### config.mk
export PLATFORM = sky130hd
export DESIGN_NAME = imem_sync
export DESIGN_NICKNAME = d
export VERILOG_FILES = /design/src/rtl/imem_sync.sv
export SDC_FILE = /design/constraint.sdc
export NUM_CORES = 2
export LEC_CHECK = 0
export CORE_AREA = 2 2 531 533
export CTS_BUF_LIST = sky130_fd_sc_hd__clkbuf_4
export DETAILED_ROUTE_END_ITERATION = 16
export DIE_AREA = 0 0 533 535
export GPL_TIMING_DRIVEN = 0
export PLACE_DENSITY = 0.46
export SETUP_SLACK_MARGIN = 0.05
export SYNTH_ARGS = -nofsm -noshare
export SYNTH_HDL_FRONTEND = slang
export SYNTH_SLANG_ARGS = --single-unit
### constraint.sdc
create_clock -name clk -period 3.34 [get_ports clk]
set_clock_uncertainty 0.05 [all_clocks]
set_input_delay 0.668 -clock clk [delete_from_list [all_inputs] [get_ports clk]]
set_output_delay 0.668 -clock clk [all_outputs]
set_load 0.03 [all_outputs]
### src/rtl/imem_sync.sv
`default_nettype none
// ============================================================================
// Module   : imem_sync
// Brief    : Synchronous instruction memory with post-reset clear sweep,
//            program-load port and a 1-cycle fetch pipeline with backpressure.
// Revision : 1.0
// ============================================================================
module imem_sync #(
    parameter int DATA_W = 32,
    parameter int DEPTH  = 64,
    parameter int ADDR_W = 32
) (
    input  logic                       clk,
    input  logic                       reset,
    input  logic [ADDR_W-1:0]          pc,
    input  logic                       fetch_req,
    output logic                       fetch_rdy,
    output logic [DATA_W-1:0]          inst,
    output logic                       inst_valid,
    output logic                       inst_fault,
    input  logic                       inst_ready,
    input  logic                       ld_we,
    input  logic [$clog2(DEPTH)-1:0]   ld_addr,
    input  logic [DATA_W-1:0]          ld_data,
    output logic                       busy
);

    localparam int IDX_W = $clog2(DEPTH);

    typedef enum logic [0:0] {
        CLEAR = 1'b0,
        RUN   = 1'b1
    } state_t;

    state_t              state;
    logic [IDX_W-1:0]    clr_cnt;
    logic [DATA_W-1:0]   mem [DEPTH];

    logic [ADDR_W-1:0]   pc_hi;
    logic [IDX_W-1:0]    idx;
    logic                legal;
    logic                accept;

    // Anything at or beyond DEPTH*4 leaves non-zero bits above the index field.
    assign pc_hi     = pc >> (IDX_W + 2);
    assign idx       = pc[IDX_W+1:2];
    assign legal     = (pc[1:0] == 2'b00) && (pc_hi == '0);
    assign busy      = (state == CLEAR);
    assign fetch_rdy = (state == RUN) && (!inst_valid || inst_ready);
    assign accept    = fetch_req && fetch_rdy;

    // Storage carries no reset; the CLEAR sweep is what zeroes it.
    always_ff @(posedge clk) begin
        if (state == CLEAR) begin
            mem[clr_cnt] <= '0;
        end else if (ld_we) begin
            mem[ld_addr] <= ld_data;
        end
    end

    always_ff @(posedge clk or posedge reset) begin
        if (reset) begin
            state      <= CLEAR;
            clr_cnt    <= '0;
            inst       <= '0;
            inst_valid <= 1'b0;
            inst_fault <= 1'b0;
        end else begin
            case (state)
                CLEAR: begin
                    clr_cnt <= clr_cnt + 1'b1;
                    if (clr_cnt == IDX_W'(DEPTH - 1)) begin
                        state <= RUN;
                    end
                end
                RUN: begin
                    // The read sees the pre-edge word, so a same-cycle load
                    // to the same index returns the old contents.
                    if (accept) begin
                        inst       <= legal ? mem[idx] : '0;
                        inst_fault <= !legal;
                        inst_valid <= 1'b1;
                    end else if (inst_ready) begin
                        inst_valid <= 1'b0;
                    end
                end
                default: state <= CLEAR;
            endcase
        end
    end

endmodule
`default_nettype wire

== Word level (Yosys, flattened, before mapping) ==
Memories as Yosys holds them, arrays and structs flattened.
Index checks and enable logic that the tools add are counted.
Word-level totals
  logic and storage cells: 33
  bits of input ports: 75
  RAM bits: 2048
  bits in registers: 41
  memories kept: 1
  output and inout bits: 36
Memories
  mem: words 64, width 32, read ports 1, clocked after Yosys merged registers in 0, write ports 1, RTL line 37  | logic [DATA_W-1:0] mem [DEPTH];
Cells by class
  bitwise operators: 1
  muxes and demuxes: 12
  reductions and logical operators: 12
  equal/unequal tests: 1
  $add $sub $neg: 1
Operators with widths (count)
  $mux 32: 2
  $logic_not 32->1: 1
  $reduce_or 32->1: 1
  $mux 1: 9
  $add 6x1->6 const B: 1
  $eq 6x6->1 const B: 1
  $mux 6: 1
  $reduce_and 2->1: 2
  $logic_and 1x1->1: 3
  $logic_not 1->1: 2
  $logic_not 2->1: 1
  $reduce_bool 2->1: 1
  $logic_or 1x1->1: 1
  $not 1->1: 1

== Depth between registers and ports, before layout ==
  depth after elaboration: 6
  gate-level depth with buffers: 10
  gate-level depth less buffers: 5

== Worst setup path after synthesis ==
No wires, ideal clock.
  path kind: in2reg
  from: input ld_we
  to: memory mem[14][0] (enable)
  library setup time: 0.421 ns
  stages on the path: 7
  data arrival time: 3.013 ns
  setup slack: -0.144 ns
  buffers on the path: 2
  required time: 2.869 ns
  cells stage by stage: and2_1 clkbuf_1 clkbuf_1 nand3_1 o21ai_0 nand2_1 nor2_1
Between the ends
  cells in the longest elaborated chain, start to end: 5
  elaborated cells between the ends (all ways): 6
  classes of those cells: 5 x mux; 1 x reduce/logical
Ends and longest elaborated chain
  from (decl): RTL line 22  | input logic ld_we,
  $mux 1 *: RTL line 56  | end else if (ld_we) begin
  $mux 1 *: RTL line 54  | if (state == CLEAR) begin
  $mux 1 (not written as such) *: RTL line 57  | mem[ld_addr] <= ld_data;
  $reduce_or 32->1 (no source line)
  $mux 6 (no source line) or $mux 1 (tied branches)
  to (decl): RTL line 37
Every way passes the cells marked *; elsewhere a longest branch is shown, timed or not.

== Worst setup path after layout ==
  from: input pc[5]
  to: register inst[3]
Between the ends
  cells in the longest elaborated chain, start to end: 2
Ends and longest elaborated chain
  from (decl): RTL line 15  | input logic [ADDR_W-1:0] pc,
  $mem_v2 64x32
  $mux 32: RTL line 80  | inst <= legal ? mem[idx] : '0;
  to (signal assigned): RTL line 80
  to (decl): RTL line 18  | output logic [DATA_W-1:0] inst,
Every way passes these cells.
A chain may end at the register's enable or synchronous reset.

==> results.txt <==
The number of endpoints failing setup at the final stage came out at 1. The worst hold path terminates at mem[43][5]$_DFFE_PP_. For the achievable clock frequency, the log shows 0.296 GHz. Largest stage delay on the critical path: 0.83 ns.

For this design the static power due to leakage is 0.0264 uW. Clock tree synthesis inserted a total of 567 buffers. The post-route netlist has 38.5% of its cells at a drive strength greater than 1. Startpoint of the worst hold path: ld_data[5]. The simple-gate share of the synthesized area came out at 2.58%. For the required time at the endpoint of the critical path, the log shows 4.46 ns. The tools report the launching point of the worst reg2reg path as state$_DFF_PP0_. The number of synthesized flops with an enable pin came out at 2,048. For the HPWL after detailed placement, the log shows 189 mm.

The initial cell density of the core came out at 28.9%. TritonCTS built the clock tree. For the cell area after synthesis, the log shows 0.0806 mm2. The multiplexer area fraction after synthesis was 15.9%. The via count of the first global-routing pass is 44.7k, and the count of nets after finishing is 4,679. Relative to the synthesized area, the layout overhead comes to 20.8%. Entering global routing, the biggest net connects 58 pins. Highest fanout seen on the critical path: 10. The die outline width was 533 um.

Setup repair after global routing could not meet its margin everywhere. For the arrival time of data at the critical path endpoint, the log shows 4.50 ns. The setup check on the worst reg-to-reg path leaves a slack of 0.11 ns. The type of the worst setup path is primary input to register. Number of DRC violations after detailed-routing iteration 0: 5,540. Measured in cells, the most critical reg-to-reg path has a length of 8. The count of mapped cells out of synthesis is 3,699, and the flop and latch count out of synthesis is 2,089. The run gives 0 as the warning count from the yosys run.

The reg-to-reg endpoint was inst[27]$_DFFE_PP0P_. The initial antenna violation count was 19. Most common flop cell mapped by yosys: sky130_fd_sc_hd__edfxtp_1.

The logs give 8,705 for the non-filler instance count after layout and 0.840 for the weighted congestion at the end of routability-driven global placement. The worst-case IR drop observed on VDD is 273 uV. In this run the power density over the cells is 536 mW/mm2. OpenSTA, run right after detailed placement, puts the worst setup slack at -1.91 ns.

For this design the top-level I/O count stands at 111. Arithmetic-cell share of the synthesized area counting full adders, half adders and majority gates: 0.0155%. For the area of the die, the log shows 0.285 mm2. The filler cells instantiated in the layout total 26.3k.

Dividing the synthesized area by the synthesized cell count gives 21.8 um2. The post-route minimum period is 3.38 ns. In the final layout, the multi-input gates occupy 0.0175 mm2.

STA classifies the critical path startpoint as a primary input. The path class of the tightest hold or removal check is primary input to register. The headroom to the max-slew limit is -0.00417%, and the overall global routing resource usage is 19.4%. The routed layout has 44.4k vias. The final critical path takes up 101% of the cycle.

The tree built by TritonCTS fans out to 2,089 sinks. By area, the combinational part of the netlist is dominated by multiplexers. The area share of xor/xnor cells in the synthesized design came out at 0.0544%.

Tracing the worst setup path back leads to its startpoint at pc[5]. The async set-reset flop share out of synthesis works out to 1.96%. After detailed routing, the number of remaining DRC violations is 0. The proportion of synthesized chip area in sequential cells is 77.6%, and the standard cell core area is 0.279 mm2. The number of placed instances, taps included, is 7,654. The tools report the final setup slack of the worst path as -0.0386 ns. Synthesis produced a netlist with a net count of 3,775. In the final routed layout, each cell accounts on average for 32.3 um.

Walking the worst path, the cells encountered are clkdlybuf4s50_1, buf_2, clkbuf_2, clkbuf_2, mux4_2, o2111ai_1, nand3_1. The count of maximum capacitance violations was 1. Counting along the longest clock path gives a buffer depth of 4. The synthesized netlist devotes 2.48% of its cell area to compound gates. For the pin with the worst max-slew slack, the measured transition is 1.50 ns.

Count of pins over their slew limit: 5. Yosys mapped the design onto 62 distinct sky130hd cell types. At the later pin of the worst-skew pair, clock insertion delay measures 1.35 ns. The endpoint type of the worst setup path was a register. The H-tree depth reported by CTS is 6. The global route total overflow is 0, and the number of port buffers is 105. For the final-report hold violation count, the log shows 0. The highest-delay cell along the critical path is sky130_fd_sc_hd__clkdlybuf4s50_1. In this run the vertical extent of the chip is 535 um. The logs give -0.0386 ns for the final sum of negative setup slack and 194 for the number of rows created at floorplan. The detail route stage leaves a number of antenna-violating nets equal to 0. The flip-flop and latch area came out at 0.0625 mm2.

For the total wire length after detailed routing, the log shows 281 mm. Before antenna repair, the detailed router went through 6 iterations. The final reports fail on capacitance limit, slew limit, setup timing.

The flow ran to the end, but the final reports show violations. Counting instances, the worst hold path has a depth of 2. The first global-routing pass estimated 378 mm of wire.

The number of vias per cell after detailed routing was 5.10. CTS placed an instance of sky130_fd_sc_hd__clkbuf_4 at the clock tree root. Clock-pin slew was measured on the worst setup and hold paths at 0.07 ns. The cell repeated most along the worst path is sky130_fd_sc_hd__clkbuf_2.
[cells in the mapped netlist, types with 3 or more instances]
| master | count | area, um2 |
|---|---|---|
| sky130_fd_sc_hd__o2111a_1 | 3 | 33.8 |
| sky130_fd_sc_hd__nand3_1 | 75 | 375 |
| sky130_fd_sc_hd__nand4_1 | 17 | 106 |
| sky130_fd_sc_hd__inv_1 | 6 | 22.5 |
| sky130_fd_sc_hd__a22o_1 | 5 | 43.8 |
| sky130_fd_sc_hd__xnor2_1 | 4 | 35.0 |
| sky130_fd_sc_hd__nor2_1 | 87 | 327 |
| sky130_fd_sc_hd__a21oi_1 | 28 | 140 |
| sky130_fd_sc_hd__and3_1 | 39 | 244 |
| sky130_fd_sc_hd__a211oi_1 | 14 | 105 |
| sky130_fd_sc_hd__mux4_2 | 469 | 10600 |
| sky130_fd_sc_hd__mux2i_1 | 131 | 1310 |
| sky130_fd_sc_hd__nor4_1 | 5 | 31.3 |
| sky130_fd_sc_hd__dfrtp_1 | 41 | 1030 |
| sky130_fd_sc_hd__a31oi_1 | 5 | 31.3 |
| sky130_fd_sc_hd__and2_1 | 4 | 25.0 |
| sky130_fd_sc_hd__nand3b_1 | 6 | 45.0 |
| sky130_fd_sc_hd__o21ai_1 | 9 | 45.0 |
| sky130_fd_sc_hd__buf_1 | 14 | 52.6 |
| sky130_fd_sc_hd__or3_1 | 3 | 18.8 |
| sky130_fd_sc_hd__a2111oi_0 | 9 | 78.8 |
| sky130_fd_sc_hd__a221oi_1 | 18 | 158 |
| sky130_fd_sc_hd__o311a_1 | 3 | 30.0 |
| sky130_fd_sc_hd__o21a_1 | 3 | 22.5 |
| sky130_fd_sc_hd__o2111ai_1 | 4 | 35.0 |
| sky130_fd_sc_hd__nor3_1 | 11 | 55.1 |
| sky130_fd_sc_hd__nor2b_1 | 19 | 119 |
| sky130_fd_sc_hd__buf_2 | 80 | 400 |
| sky130_fd_sc_hd__o22ai_1 | 32 | 200 |
| sky130_fd_sc_hd__a32oi_1 | 9 | 78.8 |
| sky130_fd_sc_hd__buf_6 | 9 | 101 |
| sky130_fd_sc_hd__edfxtp_1 | 2048 | 61500 |
| sky130_fd_sc_hd__a21o_1 | 3 | 22.5 |
| sky130_fd_sc_hd__a22oi_1 | 92 | 691 |
| sky130_fd_sc_hd__a32o_1 | 4 | 40.0 |
| sky130_fd_sc_hd__mux2_2 | 83 | 935 |
| sky130_fd_sc_hd__nand2b_1 | 15 | 93.8 |
| sky130_fd_sc_hd__o21ai_0 | 23 | 115 |
| sky130_fd_sc_hd__nand2_1 | 140 | 526 |
| sky130_fd_sc_hd__a211oi_2 | 4 | 50.1 |
| sky130_fd_sc_hd__buf_4 | 32 | 240 |
| sky130_fd_sc_hd__clkbuf_1 | 70 | 263 |
[worst max-delay path, delay by kind of cell]
| kind | cells | cell delay [ns] |
|---|---|---|
| AO/OA/AOI/OAI | 1 | 0.71 |
| AND/OR/NAND/NOR | 1 | 0.15 |
| buffers and inverters | 4 | 2.47 |
| multiplexers | 1 | 0.49 |
[flip-flops by register name, indices dropped and copies added (netlist names)]
name,flops
clr_cnt,6
inst,32
inst_fault,1
inst_valid,1
mem,2048
state,1
[how the worst max path moves through the flow]
stage / endpoint / cells after the start
after floorplan: mem[14][0]$_DFFE_PP_ / 7
after global placement: mem[38][22]$_DFFE_PP_ / 8
after detailed placement: inst[25]$_DFFE_PP0P_ / 7
after CTS: mem[31][27]$_DFFE_PP_ / 7
after global routing: mem[14][19]$_DFFE_PP_ / 9
final: inst[3]$_DFFE_PP0P_ / 7
[layer usage]
metal / global-route usage, % / vias up / share of wire (%)
met2: 30.4 / 2165 / 47
met3: 4.14 / 434 / 8.0
met4: 7.88 / 4 / 3.6
met1: 26.2 / 24025 / 41
li1: - / 17800 / -
met5: 0 / - / 0.0082
[through the flow]
| stage | util (%) | hold slack (ns) | total power (uW) | area (um2) |
|---|---|---|---|---|
| 2_1_floorplan | - | 0.433 | 29700 | 80600 |
| 3_3_place_gp | 30.9 | 0.443 | 30600 | 86300 |
| 3_5_place_dp | 32.1 | 0.436 | 30600 | 89500 |
| 4_1_cts | 34.7 | 0.00136 | 52700 | 96900 |
| 5_1_grt | 34.9 | 0.0133 | 54100 | 97300 |
| 6_report | 34.9 | 0.142 | 52100 | 97300 |
[cells by family (layout without fill, tap and decap cells)]
logic type                 count (synthesis)  in the layout
DFF                                     2089           2089
muxes                                    683            683
other                                      0             27
xor gates and xnor gates                   5              5
and+or+nand+nor                          432            433
buffers and inverters                    212           1466
adders and majority gates                  1              1
AOI/OAI and AO/OA                        277            277
[final cells by class]
cell class	count	area share [%]
diodes	27	0.0694
clock inverters	82	0.437
multi-input cells	1399	18.0
inverters	7	0.0309
clock buffers	838	6.46
plain buffers	203	1.12
repair buffers	336	4.86
well taps	3724	4.79
flip-flops and latches	2089	64.2
[power breakdown]
| part | leakage [uW] | switching [uW] | internal [uW] |
|---|---|---|---|
| sequential | 0.0148 | 0 | 28300 |
| clock | 0.00409 | 10500 | 11700 |
| combinational | 0.00749 | 1160 | 520 |
| total | 0.0264 | 11600 | 40500 |
[timing repair]
| item | CTS | global route |
|---|---|---|
| gates cloned | 1 | 0 |
| hold endpoints to repair | 41 | 0 |
| setup endpoints to repair | 2618 | 369 |
| hold buffers | 1 | 0 |
| pin swaps | 33 | 23 |
| setup buffers | 66 | 38 |
| resized for setup | 68 | 10 |
[cells in the final DEF, fill, tap and decap left out, drive strengths merged, types with 39 or more instances in the layout]
cell type      Yosys  routed
edfxtp          2048    2048
nor2              87      88
mux4             469     469
and3              39      39
buf              135     367
dfrtp             41      41
a22oi             92      92
clkinv             0      63
clkdlybuf4s50      0      69
clkbuf            70     906
mux2              83      83
mux2i            131     131
nand2            141     141
nand3             75      75
(Power assumes the default switching activity.)
